--- src/rtl/lsu.sv ---
// Load/store unit: runs one req/ack data-memory transaction per memory-phase visit,
// steering store lanes and aligning/extending load data for write-back.
module lsu #(
  parameter logic [2:0]  MEM_STATE      = 3'd3,
  parameter int unsigned TIMEOUT_CYCLES = 16
) (
  input  logic        clk,
  input  logic        rst,
  input  logic [2:0]  state,
  input  logic        is_load,
  input  logic        is_store,
  input  logic [2:0]  funct3,
  input  logic [31:0] address,
  input  logic [31:0] rs2_val,
  output logic        mem_req,
  output logic        mem_we,
  output logic [31:0] mem_addr,
  output logic [31:0] mem_wdata,
  output logic [3:0]  mem_wstrb,
  input  logic        mem_ack,
  input  logic [31:0] mem_rdata,
  output logic [31:0] load_data,
  output logic        fault,
  output logic        should_stall
);

  typedef enum logic [1:0] {StIdle, StReq, StDone} st_e;

  localparam int unsigned CntW = (TIMEOUT_CYCLES > 1) ? $clog2(TIMEOUT_CYCLES) : 1;

  st_e             st_q, st_d;
  logic [CntW-1:0] cnt_q, cnt_d;
  logic [2:0]      f3_q, f3_d;
  logic [1:0]      off_q, off_d;
  logic            ld_q, ld_d;
  logic            req_q, req_d;
  logic            we_q, we_d;
  logic [31:0]     addr_q, addr_d;
  logic [31:0]     wdata_q, wdata_d;
  logic [3:0]      wstrb_q, wstrb_d;
  logic [31:0]     ldata_q, ldata_d;
  logic            fault_q, fault_d;

  logic        start;
  logic        legal;
  logic        tmo;
  logic [31:0] st_wdata;
  logic [3:0]  st_wstrb;
  logic [31:0] rshift;
  logic [31:0] ld_aligned;

  assign start = (state == MEM_STATE) && (is_load || is_store);
  assign tmo   = (TIMEOUT_CYCLES != 0) && (cnt_q == CntW'(TIMEOUT_CYCLES - 1));

  // Size/sign legality and natural alignment; the unsigned loads are not valid for stores.
  always_comb begin
    legal = 1'b0;
    case (funct3)
      3'b000:  legal = 1'b1;
      3'b001:  legal = ~address[0];
      3'b010:  legal = (address[1:0] == 2'b00);
      3'b100:  legal = ~is_store;
      3'b101:  legal = ~is_store & ~address[0];
      default: legal = 1'b0;
    endcase
  end

  always_comb begin
    st_wdata = rs2_val;
    st_wstrb = 4'b1111;
    case (funct3[1:0])
      2'b00: begin
        st_wdata = {4{rs2_val[7:0]}};
        st_wstrb = 4'b0001 << address[1:0];
      end
      2'b01: begin
        st_wdata = {2{rs2_val[15:0]}};
        st_wstrb = 4'b0011 << address[1:0];
      end
      default: begin
        st_wdata = rs2_val;
        st_wstrb = 4'b1111;
      end
    endcase
  end

  assign rshift = mem_rdata >> {off_q, 3'b000};

  always_comb begin
    ld_aligned = mem_rdata;
    case (f3_q)
      3'b000:  ld_aligned = {{24{rshift[7]}}, rshift[7:0]};
      3'b001:  ld_aligned = {{16{rshift[15]}}, rshift[15:0]};
      3'b100:  ld_aligned = {24'b0, rshift[7:0]};
      3'b101:  ld_aligned = {16'b0, rshift[15:0]};
      default: ld_aligned = mem_rdata;
    endcase
  end

  always_comb begin
    st_d    = st_q;
    cnt_d   = cnt_q;
    f3_d    = f3_q;
    off_d   = off_q;
    ld_d    = ld_q;
    req_d   = req_q;
    we_d    = we_q;
    addr_d  = addr_q;
    wdata_d = wdata_q;
    wstrb_d = wstrb_q;
    ldata_d = ldata_q;
    fault_d = fault_q;
    unique case (st_q)
      StIdle: begin
        if (start) begin
          fault_d = ~legal;
          if (legal) begin
            st_d    = StReq;
            req_d   = 1'b1;
            we_d    = is_store;
            addr_d  = {address[31:2], 2'b00};
            wdata_d = is_store ? st_wdata : 32'b0;
            wstrb_d = is_store ? st_wstrb : 4'b0;
            cnt_d   = '0;
            f3_d    = funct3;
            off_d   = address[1:0];
            ld_d    = ~is_store;
          end else begin
            st_d = StDone;
          end
        end
      end
      StReq: begin
        if (mem_ack || tmo) begin
          st_d    = StDone;
          req_d   = 1'b0;
          we_d    = 1'b0;
          wstrb_d = 4'b0;
          if (mem_ack) begin
            if (ld_q) ldata_d = ld_aligned;
          end else begin
            fault_d = 1'b1;
          end
        end else begin
          cnt_d = cnt_q + CntW'(1);
        end
      end
      StDone: begin
        if (state != MEM_STATE) st_d = StIdle;
      end
      default: st_d = StIdle;
    endcase
  end

  always_ff @(posedge clk or posedge rst) begin
    if (rst) begin
      st_q    <= StIdle;
      cnt_q   <= '0;
      f3_q    <= 3'b0;
      off_q   <= 2'b0;
      ld_q    <= 1'b0;
      req_q   <= 1'b0;
      we_q    <= 1'b0;
      addr_q  <= 32'b0;
      wdata_q <= 32'b0;
      wstrb_q <= 4'b0;
      ldata_q <= 32'b0;
      fault_q <= 1'b0;
    end else begin
      st_q    <= st_d;
      cnt_q   <= cnt_d;
      f3_q    <= f3_d;
      off_q   <= off_d;
      ld_q    <= ld_d;
      req_q   <= req_d;
      we_q    <= we_d;
      addr_q  <= addr_d;
      wdata_q <= wdata_d;
      wstrb_q <= wstrb_d;
      ldata_q <= ldata_d;
      fault_q <= fault_d;
    end
  end

  assign mem_req      = req_q;
  assign mem_we       = we_q;
  assign mem_addr     = addr_q;
  assign mem_wdata    = wdata_q;
  assign mem_wstrb    = wstrb_q;
  assign load_data    = ldata_q;
  assign fault        = fault_q;
  assign should_stall = ((st_q == StIdle) && start) || (st_q == StReq);

endmodule
--- config.mk ---
export PLATFORM = sky130hd
export DESIGN_NAME = lsu
export DESIGN_NICKNAME = d
export VERILOG_FILES = /design/src/rtl/lsu.sv
export SDC_FILE = /design/constraint.sdc
export NUM_CORES = 1
export LEC_CHECK = 0
export CAP_MARGIN = 0
export CORE_UTILIZATION = 40
export CTS_BUF_LIST = sky130_fd_sc_hd__clkbuf_8
export DETAILED_ROUTE_END_ITERATION = 8
export MAX_ROUTING_LAYER = met4
export PLACE_DENSITY = 0.72
export SYNTH_ARGS = -nofsm -noshare
export SYNTH_HDL_FRONTEND = slang
export SYNTH_SLANG_ARGS = --single-unit
--- constraint.sdc ---
create_clock -name clk -period 11.5 [get_ports clk]
set_input_delay 2.875 -clock clk [delete_from_list [all_inputs] [get_ports clk]]
set_output_delay 2.875 -clock clk [all_outputs]
set_load 0.02 [all_outputs]
; ---- Word-level counts from Yosys, hierarchy flattened
; Cells that the tools add are included.
[word_totals]
reg_bits = 113
out_inout_bits = 104
word_cells = 86
[op_classes]
addsub = 1
eq_ne = 19
n_shift = 3
n_mux = 30
bitwise_logic = 4
reduce_logical = 17
[ops]
columns = operator, n
row1 = one-hot mux 32 bit (4 select lines), 1
row2 = one-hot mux 32 bit (2 select lines), 1
row3 = 2-to-1 mux 32 bit, 1
row4 = >> shifter 32 x 5 -> 16 bit, 1
row5 = 2-to-1 mux 4 bit, 7
row6 = one-hot mux 4 bit (2 select lines), 3
row7 = AND reduction 4 bit, 4
row8 = == test 3 bit (second input constant), 4
row9 = != test 2 bit (second input constant), 6
row10 = 2-to-1 mux 1 bit, 8
row11 = 2-to-1 mux 2 bit, 4
row12 = == test 3 x 1 -> 1 bit (second input constant), 2
row13 = == test 3 x 2 -> 1 bit (second input constant), 2
row14 = logical NOT 2 bit, 3
row15 = logical NOT 3 bit, 2
row16 = one-hot mux 1 bit (2 select lines), 3
row17 = one-hot mux 2 bit (3 select lines), 1
row18 = AND reduction 3 bit, 2
row19 = one-hot mux 1 bit (5 select lines), 1
row20 = adder 4 x 1 -> 4 bit (second input constant), 1
row21 = == test 2 x 1 -> 1 bit (second input constant), 2
row22 = == test 4 bit (second input constant), 1
row23 = << shifter 1 x 2 -> 4 bit (first input constant), 1
row24 = << shifter 2 x 2 -> 4 bit (first input constant), 1
row25 = 7 further kinds, 12

; ---- Longest topological paths before layout
[logic_depth]
depth_word = 6
depth_mapped = 6
depth_no_buf = 5

; ---- Worst setup path after synthesis
; OpenSTA, ideal clock, no wires.
[synth_timing]
path_type = input to output
start = input port state[1]
end = output port should_stall
arrival_time_ns = 3.406
required_time_ns = 8.625
setup_slack_ns = 5.219
stages = 4
path_buffers = 0
cell_sequence = nand2_1 > nor3_1 > nor2_1 > nor2_1
[synth_via]
elab_chain_len = 4
[synth_rtl]
columns = element, line_no
row1 = start: declaration, 9  ; input logic [2:0] state,
row2 = == test 3 x 2 -> 1 bit, 52  ; assign start = (state == MEM_STATE) && (is_load || is_store);
row3 = logical AND 1 bit, 52
row4 = logical AND 1 bit, 192  ; assign should_stall = ((st_q == StIdle) && start) || (st_q == StReq);
row5 = logical OR 1 bit, 192
row6 = end: declaration, 24  ; output logic should_stall
; No other way between the ends.

; ---- Worst setup path in the final report
[layout_timing]
start = input port is_store
end = output port should_stall
[layout_via]
elab_chain_len = 4
[layout_rtl]
columns = element, line_no
row1 = start: declaration, 11  ; input logic is_store,
row2 = logical OR 1 bit, 52
row3 = logical AND 1 bit, 52
row4 = logical AND 1 bit, 192
row5 = logical OR 1 bit, 192
; No other way between the ends.

==> impl_metrics.ini <==
[placed_design]
io_buffers = 208
pre_cts_ws_ns = 4.12
post-place-cells = 917
hpwl_um = 11600
finalWeightedCongestion = 0.932
postPlaceCellArea_mm2 = 0.00752

[setup_path]
crit_path_max_incr_delay_ns = 0.62
timing_worst_setup_path_type = input port to output pin
timing.critical_path.to_type = output pin
worst_r2r_startpoint = st_q[0]
worstPathCellList = clkdlybuf4s50_1, nor2_1, nor3_1, nor2_1, nor2_1, clkdlybuf4s50_1
critPathArrivalTime_ns = 4.49
crit_start = is_store
path_common_cell = nor2_1
cpMaxStageDelayCell = clkdlybuf4s50_1
worstPathMaxFanout = 8
worst_ep_required_time_ns = 8.63
timing.critical_path.from_type = input port

[sta]
unrepaired_setup_endpoints_after_global_routing = no
hold_violations = 0
final_min_period_over_clock_period_pct = 64.0
relSlewSlack_pct = 19.6
max_freq_mhz = 136
tightest_slew_ns = 1.21
timing.final.max_slew_violations = 0
setup_viol = 0
setup-tns-final_ns = 0
fin_ws_ns = 4.14
timing.final.crit_period_ns = 7.36
finClkSkew_ns = 0.00693

[yosys]
postSynthRegisterBits = 113
most_used_flip_flop_cell_after_synthesis = dfrtp_1
synth_seq_area_share_pct = 53.1
most_used_standard_cell_by_instance_count_after_synthesis = nand2_1
synthesized_netlist_cell_count = 568
synth_enable_flop_cells = 0
fraction_of_post_synthesis_cell_area_in_the_top_cell_type_by_area_pct = 53.1
post-synth-top-area-cell = dfrtp_1
netlist_area_mm2 = 0.00533
syn_area_per_cell_um2 = 9.38
ys_types = 45
asyncSetResetFlopFracSynth_pct = 100
synth_warnings = 0
most_instantiated_cells_after_synthesis = nand2_1 (159), dfrtp_1 (113), mux2i_1 (37)
top_cells_by_area_in_the_synthesized_netlist = dfrtp_1 (53%), nand2_1 (11%), mux2i_1 (6.9%)

[pwr]
netSwitchingFraction_pct = 36.1
p_sw_uw = 539
combinationalPowerShare_pct = 40.6
internal-power_uw = 956
p_total_uw = 1490
power_frac_seq_pct = 39.8
vdd.ir_drop.worst_uv = 105
power.density_cell_area_mw_per_mm2 = 191
clock_power_share_pct = 19.6
p_leak_uw = 0.00354

[flow_run]
timing.max_cap.violations = 0

[floorplan]
core_region_area_mm2 = 0.0128
initial_core_util_pct = 41.6
die_height_um = 117
placementRows = 41
boundaryPins = 211
floorplan.die.width_um = 117
die_area_mm2 = 0.0138

[layout]
stdcell_area_mm2 = 0.00781
diodes = 0
finalNonFillerCells = 945
total_of_fill_cells_in_the_finished_design = 1109
final_layout_size_suffix_gt1_share_pct = 6.73
final_nets = 872
area_overhead_of_the_layout_relative_to_synthesis_pct = 46.6

[drt]
wirelength_um = 16100
vias = 4878
initialDrtViolationCount = 243
routed_wire_length_per_instance_um = 17.1
post-route-drc-count = 0
ant_nets = 0
via_per_inst = 5.16
dr.pass1.iters = 4

[min_path]
hold_class = flip-flop to flip-flop
worstHoldStart = mem_addr[13]

[clock_network]
cts_resized = 0
clockBufferDepth = 2
cts_setup_buffers = 0
htreeDepth = 4
total_cts_buffers = 17
clock-sinks = 113
cts_clock_pin_slew_for_the_worst_setup_and_hold_paths_ns = 0.06
cts_tree = yes
cts-hold-fix-buffers = 0
clkLatencyLatePin_ns = 0.43
clockRootBuffer = clkbuf_8

[global_route]
grtUsageTotal_pct = 25.1
top_usage_layer = met2
grt_overflow_total = 0
initial_antenna_violation_count = 0
globalRouteMet1Util_pct = 30.1
largest_net_degree_at_the_start_of_global_routing = 75
use_met3_pct = 10.3
first_pass_grt_wire_length_um = 26000
gr-usage-met2_pct = 38.2
grt_pass1_vias = 5072

[status]
run_status = finished clean
==> layer usage <==
layer	vias up	part of all wire (%)
met5	-	0
li1	2342	-
met2	225	48
met4	0	1.4
met1	2293	41
met3	18	10
==> final cells by class <==
type / instances / area, um2 / area share (%)
Tap cell: 172 / 215 / 2.75
Clock buffer: 19 / 262 / 3.35
Sequential cell: 113 / 2830 / 36.2
Multi-Input combinational cell: 413 / 2320 / 29.7
Clock inverter: 9 / 35.0 / 0.448
Timing Repair Buffer: 215 / 2130 / 27.3
Inverter: 4 / 17.5 / 0.224
==> power by group through the flow <==
stage / clock [uW] / sequential (uW) / combinational (uW)
final: 293 / 595 / 606
after global routing: 321 / 612 / 650
after CTS: 301 / 596 / 612
after detailed placement: 0 / 600 / 610
after global placement: 0 / 593 / 599
after floorplan: 0 / 704 / 192
==> per-stage QoR <==
stage	hold WS [ns]	utilization, %
6_report	0.476	60.9
3_3_place_gp	0.458	58.6
5_1_grt	0.503	60.9
2_1_floorplan	0.471	-
3_5_place_dp	0.465	58.6
4_1_cts	0.480	60.9
==> critical path, delay by kind of cell <==
kind	cells	cell delay, ns
buf+inv	2	1.22
simple gates	4	0.40
==> cell families after synthesis <==
kind of cell | Yosys count | synth area share, %
AOI/OAI and AO/OA | 112 | 14.4
xor gates and xnor gates | 1 | 0.164
adders and majority gates | 1 | 0.235
buffers and inverters | 43 | 3.59
DFF | 113 | 53.1
muxes | 41 | 8.00
other | 1 | 0.0704
and+or+nand+nor | 256 | 20.4
==> worst paths after layout <==
kind / cells after the start / slack, ns / to
worst max-delay path: 6 / 4.14 / should_stall
worst min-delay path: 2 / 0.48 / mem_addr[13]
worst max register to register: 4 / 8.65 / mem_wstrb[0]
worst min register to register: 2 / 0.48 / mem_addr[13]
max in group asynchronous: 3 / 7.36 / load_data[16]
min in group asynchronous: 2 / 2.82 / mem_addr[3]
==> registers in the layout, summed over array words and instances (netlist names) <==
name / flops
off_q: 2
fault: 1
st_q: 2
mem_wstrb: 4
cnt_q: 4
ld_q: 1
f3_q: 3
mem_we: 1
load_data: 32
mem_req: 1
mem_wdata: 32
mem_addr: 30
==> layout by cell type, fill, tap and decap left out, types with 2 or more instances in the layout <==
cell	n
o21ai_2	13
buf_4	7
dfrtp_1	113
or2_2	3
a21oi_1	23
o21ai_0	20
nor3_1	5
a31oi_1	2
nand3_1	35
nand2_1	159
mux2i_1	37
inv_1	11
o22ai_1	7
a22o_1	9
o21ai_1	4
clkdlybuf4s50_1	208
mux2_2	3
conb_1	2
clkbuf_8	19
nand2b_1	9
nor2_1	34
nand3b_1	2
o2bb2ai_1	10
a2bb2oi_1	7
o211ai_1	11
No activity file was read; power rests on OpenSTA's default activity.
